<file path="src/rtl/gate_pkg.sv">
// gate_pkg: shared definitions for the gate_sched block.
//   OP_NOT/OP_AND/OP_OR/OP_XOR : 2-bit opcodes for logic_unit
//   state_t                    : scheduler FSM encoding (IDLE, EXEC, DONE)
package gate_pkg;

    localparam logic [1:0] OP_NOT = 2'b00;
    localparam logic [1:0] OP_AND = 2'b01;
    localparam logic [1:0] OP_OR  = 2'b10;
    localparam logic [1:0] OP_XOR = 2'b11;

    typedef enum logic [1:0] {
        IDLE = 2'd0,
        EXEC = 2'd1,
        DONE = 2'd2
    } state_t;

endpackage

</file>
<file path="src/rtl/gate_sched_logic_unit.sv">
// logic_unit: combinational bitwise operation evaluator shared by all requesters.
//   op : opcode (NOT/AND/OR/XOR)
//   a  : operand A
//   b  : operand B (ignored for NOT)
//   y  : result
module logic_unit
    import gate_pkg::*;
#(
    parameter int WIDTH = 8
) (
    input  logic [1:0]       op,
    input  logic [WIDTH-1:0] a,
    input  logic [WIDTH-1:0] b,
    output logic [WIDTH-1:0] y
);

    always_comb begin
        y = '0;
        case (op)
            OP_NOT:  y = ~a;
            OP_AND:  y = a & b;
            OP_OR:   y = a | b;
            OP_XOR:  y = a ^ b;
            default: y = '0;
        endcase
    end

endmodule

</file>
<file path="src/rtl/gate_sched.sv">
// gate_sched: round-robin scheduler granting NREQ requesters access to one
// shared logic_unit. One operation takes three cycles (IDLE grant, EXEC
// compute, DONE complete); done pulses in the cycle after DONE.
//   clk  : clock, rising edge
//   rst  : asynchronous active-high reset
//   req  : per-requester level request, held until its done pulse
//   op   : per-requester opcode, slice i = op[2i+1:2i]
//   a, b : per-requester operands, slice i = [WIDTH*i +: WIDTH]
//   gnt  : one-hot grant, high in EXEC and DONE
//   done : one-hot one-cycle completion pulse
//   y    : registered result, valid while done is high
//   busy : state is not IDLE
module gate_sched
    import gate_pkg::*;
#(
    parameter int WIDTH = 8,
    parameter int NREQ  = 4
) (
    input  logic                  clk,
    input  logic                  rst,
    input  logic [NREQ-1:0]       req,
    input  logic [2*NREQ-1:0]     op,
    input  logic [WIDTH*NREQ-1:0] a,
    input  logic [WIDTH*NREQ-1:0] b,
    output logic [NREQ-1:0]       gnt,
    output logic [NREQ-1:0]       done,
    output logic [WIDTH-1:0]      y,
    output logic                  busy
);

    localparam int          IDXW   = (NREQ > 1) ? $clog2(NREQ) : 1;
    localparam int unsigned NREQ_U = NREQ;

    state_t            state;
    logic [IDXW-1:0]   last;
    logic [IDXW-1:0]   cur;
    logic [1:0]        lat_op;
    logic [WIDTH-1:0]  lat_a;
    logic [WIDTH-1:0]  lat_b;
    logic [WIDTH-1:0]  lu_y;

    logic              found;
    logic [IDXW-1:0]   win;
    logic [IDXW:0]     sum;

    // Round-robin search from last+1, wrapping. sum is one bit wider than an
    // index so last+i never overflows before the single conditional wrap.
    always_comb begin
        found = 1'b0;
        win   = '0;
        sum   = '0;
        for (int unsigned i = 1; i <= NREQ_U; i++) begin
            sum = {1'b0, last} + (IDXW+1)'(i);
            if (sum >= (IDXW+1)'(NREQ))
                sum = sum - (IDXW+1)'(NREQ);
            if (!found && req[sum[IDXW-1:0]]) begin
                found = 1'b1;
                win   = sum[IDXW-1:0];
            end
        end
    end

    logic_unit #(
        .WIDTH (WIDTH)
    ) u_logic_unit (
        .op (lat_op),
        .a  (lat_a),
        .b  (lat_b),
        .y  (lu_y)
    );

    always_ff @(posedge clk or posedge rst) begin
        if (rst) begin
            state  <= IDLE;
            gnt    <= '0;
            done   <= '0;
            y      <= '0;
            last   <= IDXW'(NREQ - 1);
            cur    <= '0;
            lat_op <= '0;
            lat_a  <= '0;
            lat_b  <= '0;
        end else begin
            done <= '0;
            case (state)
                IDLE: begin
                    if (found) begin
                        cur    <= win;
                        lat_op <= op[2*32'(win) +: 2];
                        lat_a  <= a[WIDTH*32'(win) +: WIDTH];
                        lat_b  <= b[WIDTH*32'(win) +: WIDTH];
                        gnt    <= NREQ'(1) << win;
                        state  <= EXEC;
                    end
                end
                EXEC: begin
                    y     <= lu_y;
                    state <= DONE;
                end
                DONE: begin
                    done  <= NREQ'(1) << cur;
                    last  <= cur;
                    gnt   <= '0;
                    state <= IDLE;
                end
                default: begin
                    gnt   <= '0;
                    state <= IDLE;
                end
            endcase
        end
    end

    assign busy = (state != IDLE);

endmodule
</file>
<file path="config.mk">
export PLATFORM = sky130hd
export DESIGN_NAME = gate_sched
export DESIGN_NICKNAME = d
export VERILOG_FILES = /design/src/rtl/gate_pkg.sv /design/src/rtl/gate_sched_logic_unit.sv /design/src/rtl/gate_sched.sv
export SDC_FILE = /design/constraint.sdc
export NUM_CORES = 1
export LEC_CHECK = 0
export CAP_MARGIN = 15
export CELL_PAD_IN_SITES_DETAIL_PLACEMENT = 1
export CELL_PAD_IN_SITES_GLOBAL_PLACEMENT = 1
export CORE_MARGIN = 2
export CORE_UTILIZATION = 35
export CTS_BUF_LIST = sky130_fd_sc_hd__clkbuf_2 sky130_fd_sc_hd__clkbuf_4 sky130_fd_sc_hd__clkbuf_8
export DETAILED_ROUTE_END_ITERATION = 10
export GPL_TIMING_DRIVEN = 1
export PLACE_DENSITY_LB_ADDON = 0.1
export SLEW_MARGIN = 20
export SYNTH_ARGS = -nofsm -noshare
export SYNTH_HDL_FRONTEND = slang
export SYNTH_HIERARCHICAL = 1
export SYNTH_SLANG_ARGS = --single-unit
</file>
<file path="constraint.sdc">
create_clock -name clk -period 2.05 [get_ports clk]
set_clock_uncertainty 0.1 [all_clocks]
set_input_delay 0.41 -clock clk [delete_from_list [all_inputs] [get_ports clk]]
set_output_delay 0.41 -clock clk [all_outputs]
set_load 0.05 [all_outputs]
</file>
-- Yosys cells after proc, flatten, opt, wreduce, memory -nomap -nowiden
Cells that the tools add are included.
Widths: inputs -> output; s select.
- register bits: 40
- output and inout bits: 17
- logic and storage cells: 78
- $add $sub $neg: 8
- $lt $le $gt $ge: 8
- eq/ne operators: 6
- shifts and indexed selects: 5
- multiplexer cells: 26
- bitwise logic cells: 5
- reduce and logical (&&, ||, !) cells: 11
- operators with widths (kind ; number):
    $shiftx 32x6->8 ; 2
    $pmux 8 s4 ; 1
    $mux 2 ; 9
    $ge 3x3->1 const B ; 4
    $lt 2x3->1 const B ; 4
    $and 8x8->8 ; 1
    $bmux 1 s2 ; 4
    $mux 1 ; 8
    $mux 4 ; 2
    $not 8->8 ; 1
    $or 8x8->8 ; 1
    $pmux 4 s2 ; 1
    $shiftx 8x4->2 ; 1
    $shl 1x2->4 const A ; 2
    $sub 2x1->2 const B ; 4
    $xor 8x8->8 ; 1
    $add 2x2->3 const B ; 2
    $eq 2x2->1 const B ; 3
    $eq 2x1->1 const B ; 2
    $logic_not 2->1 ; 2
    $pmux 2 s2 ; 1
    $reduce_and 2->1 ; 2
    $add 2x1->3 const B ; 1
    $add 2x3->3 const B ; 1
    5 further kinds ; 9

-- Depth between registers and ports, before layout
- depth after elaboration: 18
- gate-level depth with buffers: 8
- depth with buffers taken out: 6

-- Modules after synthesis
The synthesis kept the hierarchy.
- modules (own cells, without submodules) (module ; times used ; cells an instance ; area each (µm²)):
    gate_sched ; 1 ; 211 ; 2130.8
    logic_unit ; 1 ; 50 ; 493.0

-- Least setup slack after synthesis
OpenSTA, ideal clock, no wires.
- path type: register to register
- from: reg last[0]
- to: reg lat_a[7]
- setup time: 0.128 ns
- arrival time: 1.543 ns
- path slack: 0.279 ns
- stages on the path, launching flop included: 8
- cell sequence: dfstp_2 nand2b_4 o21ai_2 a211oi_2 buf_6 buf_12 mux2i_1 o22ai_1
- longest elaborated chain between the ends: 16
- elaborated cells on any way between the ends: 40
- those cells by class: 8 x add/sub; 4 x order compare; 1 x shift; 20 x mux; 7 x reduce/logical
- RTL lines (item ; line ; RTL):
    start: declaration ; gate_sched.sv:35 ; logic [IDXW-1:0] last;
    start signal: assignment ; gate_sched.sv:78 ; last <= IDXW'(NREQ - 1);
    start signal: assignment ; gate_sched.sv:102 ; last <= cur;
    $add 2x1->3 ; gate_sched.sv:53 ; sum = {1'b0, last} + (IDXW+1)'(i);
    $ge 3x3->1 / $sub 2x1->2 (equally long branches) ; gate_sched.sv:54, gate_sched.sv:55 ;
    $mux 2 ; gate_sched.sv:54 ; if (sum >= (IDXW+1)'(NREQ))
    $bmux 1 s2 ; gate_sched.sv:56 ; if (!found && req[sum[IDXW-1:0]]) begin
    $mux 1 (not written as such) ; gate_sched.sv:56 ;
    $mux 1 ; gate_sched.sv:56 ;
    $logic_not 1->1 ; gate_sched.sv:56 ;
    $logic_and 1x1->1 ; gate_sched.sv:56 ;
    $mux 1 ; gate_sched.sv:56 ;
    $logic_not 1->1 ; gate_sched.sv:56 ;
    $logic_and 1x1->1 ; gate_sched.sv:56 ;
    $mux 1 ; gate_sched.sv:56 ;
    $logic_not 1->1 ; gate_sched.sv:56 ;
    $logic_and 1x1->1 ; gate_sched.sv:56 ;
    $mux 2 / $mux 1 (equally long branches) ; gate_sched.sv:56 ;
    $shiftx 32x6->8 / $reduce_and 2->1 (equally long branches) ; -- ;
    end signal: assignment ; gate_sched.sv:90 ; lat_a <= a[WIDTH*32'(win) +: WIDTH];
    end: declaration ; gate_sched.sv:38 ; logic [WIDTH-1:0] lat_a;
Parallel ways exist; a longest one is shown, timed or not. The select of a mux whose other input is x is not followed.
A chain may end at the register's enable or synchronous reset.

-- Final worst setup path
- from: reg last[0]
- to: reg lat_a[2]
The elaborated chain is that of the path after synthesis.

==> summary.txt <==
Routed WL = 8.85 mm
Post-synth EDFFs = 0
slew margin rel. = 0.543
via count = 2,540
gp weighted congestion = 0.862
setup TNS = 0 ns
synth unique cells = 34
Yosys reg bits = 40
global-route wire length before repair = 13.9 mm
Leak = 0.00184 uW
max cap viols = 0
CP Data Arrival Time = 2.09 ns
die area = 8200 sq um
asr flop ratio synth = 1.00
multi-input logic area = 1510 sq um
Sequential Power Share = 0.252
Hold Buf Count CTS = 0
Data required, critical path = 2.11 ns
H-tree levels = 2
clk slew on worst S/H paths = 0.08 ns
CTS tree = done
Cell Rows = 31
HPWL Detailed = 6.34 mm
total CTS buffers = 5
sequential share of the synthesized area = 0.382
core area = 7250 sq um
vias per std cell = 5.31
largest net degree at the start of global routing = 41
total grt overflow = 0
antenna viol nets, final = 0
Die Span Y = 90.6 um
Nets = 472
die width = 90.6 um
Ys Warns = 6
final core occ = 0.568
clk root buf = clkbuf_8
Port Buffers = 94
drt pass-1 iters = 4
crit start category = flip-flop
power share of the clock group = 0.097
Final period util = 0.988
Most used DFF post-synth = dfrtp_1
Switching Share = 0.444
CP max FO = 9
Peak VDD IR = 581 uV
number of DRC markers in iteration 0 = 93
Final Hold Vio Count = 0
Sink Count = 40
Int Power = 3360 uW
commonest cells after routing, fill and taps aside = clkdlybuf4s50_1, dfrtp_1, buf_4
Avg Cell Area, Syn = 10.1 sq um
vias in the first global route = 2,725
Crit Path Class = reg -> reg
max-slew violations = 0
DRC errors left = 0
Area growth syn-to-layout = 57.1%
Wirelength per Cell = 18.5 um
initial core utilization = 0.362
I/O pins = 95
Finish-stage setup viols = 0
Post-Synthesis Cells = 261
initial antenna violation count = 0
Tmin final = 2.03 ns
CTS Buffer Depth = 2
Cell Pwr Density = 1470 nW/um^2
worst skew pair latency = 0.29 ns
Ant. Diodes = 0
crit end category = flip-flop
HP Class = in -> async
ratio of cells with drive above 1 in the final layout = 0.230
combinational share of power = 0.652
GR Util All Layers = 0.216
filler cell count = 819
flop2flop setup slack = 0.02 ns
Reg area = 1000 sq um
syn nets = 355
NetSw = 2680 uW
Worst-Margin Slew = 0.684 ns
f_max = 494 MHz
Mapped Area = 2620 sq um
commonest non-fill, non-tap cell in the layout = clkdlybuf4s50_1
status = completed
## flip-flops by register name, indices dropped and copies added, names as in the netlist
name	flops
cur	2
done	4
gnt	4
last	2
lat_a	8
lat_b	8
lat_op	2
state	2
y	8
## through the flow
stage | setup WS, ns | cell area (sq um) | total power, uW | instances | hold WS [ns]
final | 0.0243 | 4120 | 6050 | 478 | 0.355
after global routing | -0.0341 | 4120 | 6500 | 478 | 0.375
after CTS | 0.000999 | 3930 | 5790 | 470 | 0.354
after detailed placement | -0.600 | 3810 | 5170 | 462 | 0.393
after global placement | -0.506 | 3810 | 4990 | 462 | 0.386
after floorplan | 0.279 | 2620 | 3910 | 261 | 0.356
## power by group through the flow
stage | clock network (uW) | registers [uW] | logic (uW)
after floorplan | 0 | 1890 | 2020
after global placement | 0 | 1520 | 3470
after detailed placement | 0 | 1540 | 3620
after CTS | 602 | 1530 | 3660
after global routing | 636 | 1590 | 4270
final | 584 | 1520 | 3940
## logic make-up after synthesis
family / after synthesis / share of synthesized area
fa+ha+maj: 16 / 0.0763
buf+inv: 47 / 0.0849
mux: 34 / 0.172
compound gates: 77 / 0.203
simple gates: 47 / 0.0820
flops: 40 / 0.382
## routing by layer
metal	vias up	wire length, um	part of all wire	track usage
met5	-	0	0	0
met4	0	92	0.010	0.0538
met3	10	344	0.039	0.0334
met2	89	4760	0.54	0.408
met1	1252	3650	0.41	0.254
li1	1189	-	-	-
## cells in the mapped netlist (all sizes together), types with 2 or more instances
cell type / instances / area (sq um)
a211oi: 2 / 20.0
a21oi: 4 / 23.8
a221oi: 18 / 158
a22o: 6 / 52.6
buf: 8 / 76.3
clkbuf: 8 / 30.0
dfrtp: 38 / 951
dfstp: 2 / 52.6
ha: 16 / 200
inv: 31 / 116
mux2: 8 / 90.1
mux2i: 18 / 180
mux4: 8 / 180
nand2: 9 / 33.8
nand2b: 5 / 41.3
nor2: 27 / 101
nor3: 2 / 10.0
o21ai: 25 / 129
o22ai: 19 / 119
## area by class of cell
cell class,instances,area share
Clock buffer,8,0.0237
Tap cell,99,0.0301
Multi-Input combinational cell,174,0.366
Sequential cell,40,0.243
Inverter,31,0.0282
Timing Repair Buffer,126,0.308
## path summary, 6_finish.rpt
check | cells past startpoint | from | endpoint
min in group clk | 2 | last[0]$_DFFE_PP1P_ | last[0]$_DFFE_PP1P_
setup reg to reg | 8 | last[0]$_DFFE_PP1P_ | lat_a[2]$_DFFE_PP0P_
hold reg to reg | 2 | last[0]$_DFFE_PP1P_ | last[0]$_DFFE_PP1P_
setup / recovery | 8 | last[0]$_DFFE_PP1P_ | lat_a[2]$_DFFE_PP0P_
hold / removal | 3 | rst | lat_a[7]$_DFFE_PP0P_
max in group asynchronous | 3 | rst | last[0]$_DFFE_PP1P_
## worst max-delay path: stages, from the launching register on
cell	delay, ns
dfstp_2	0.58
nand2b_4	0.14
buf_4	0.12
a21oi_2	0.06
a211oi_4	0.16
buf_6	0.16
clkbuf_16	0.17
mux2i_1	0.26
o22ai_1	0.13
## what timing repair did
item / CTS / global route
resized for setup: 6 / 22
setup endpoints to repair: 20 / 18
pin swaps: 0 / 1
setup buffers: 0 / 6
cloned: 0 / 2
Power figures use the tool's default switching activity.
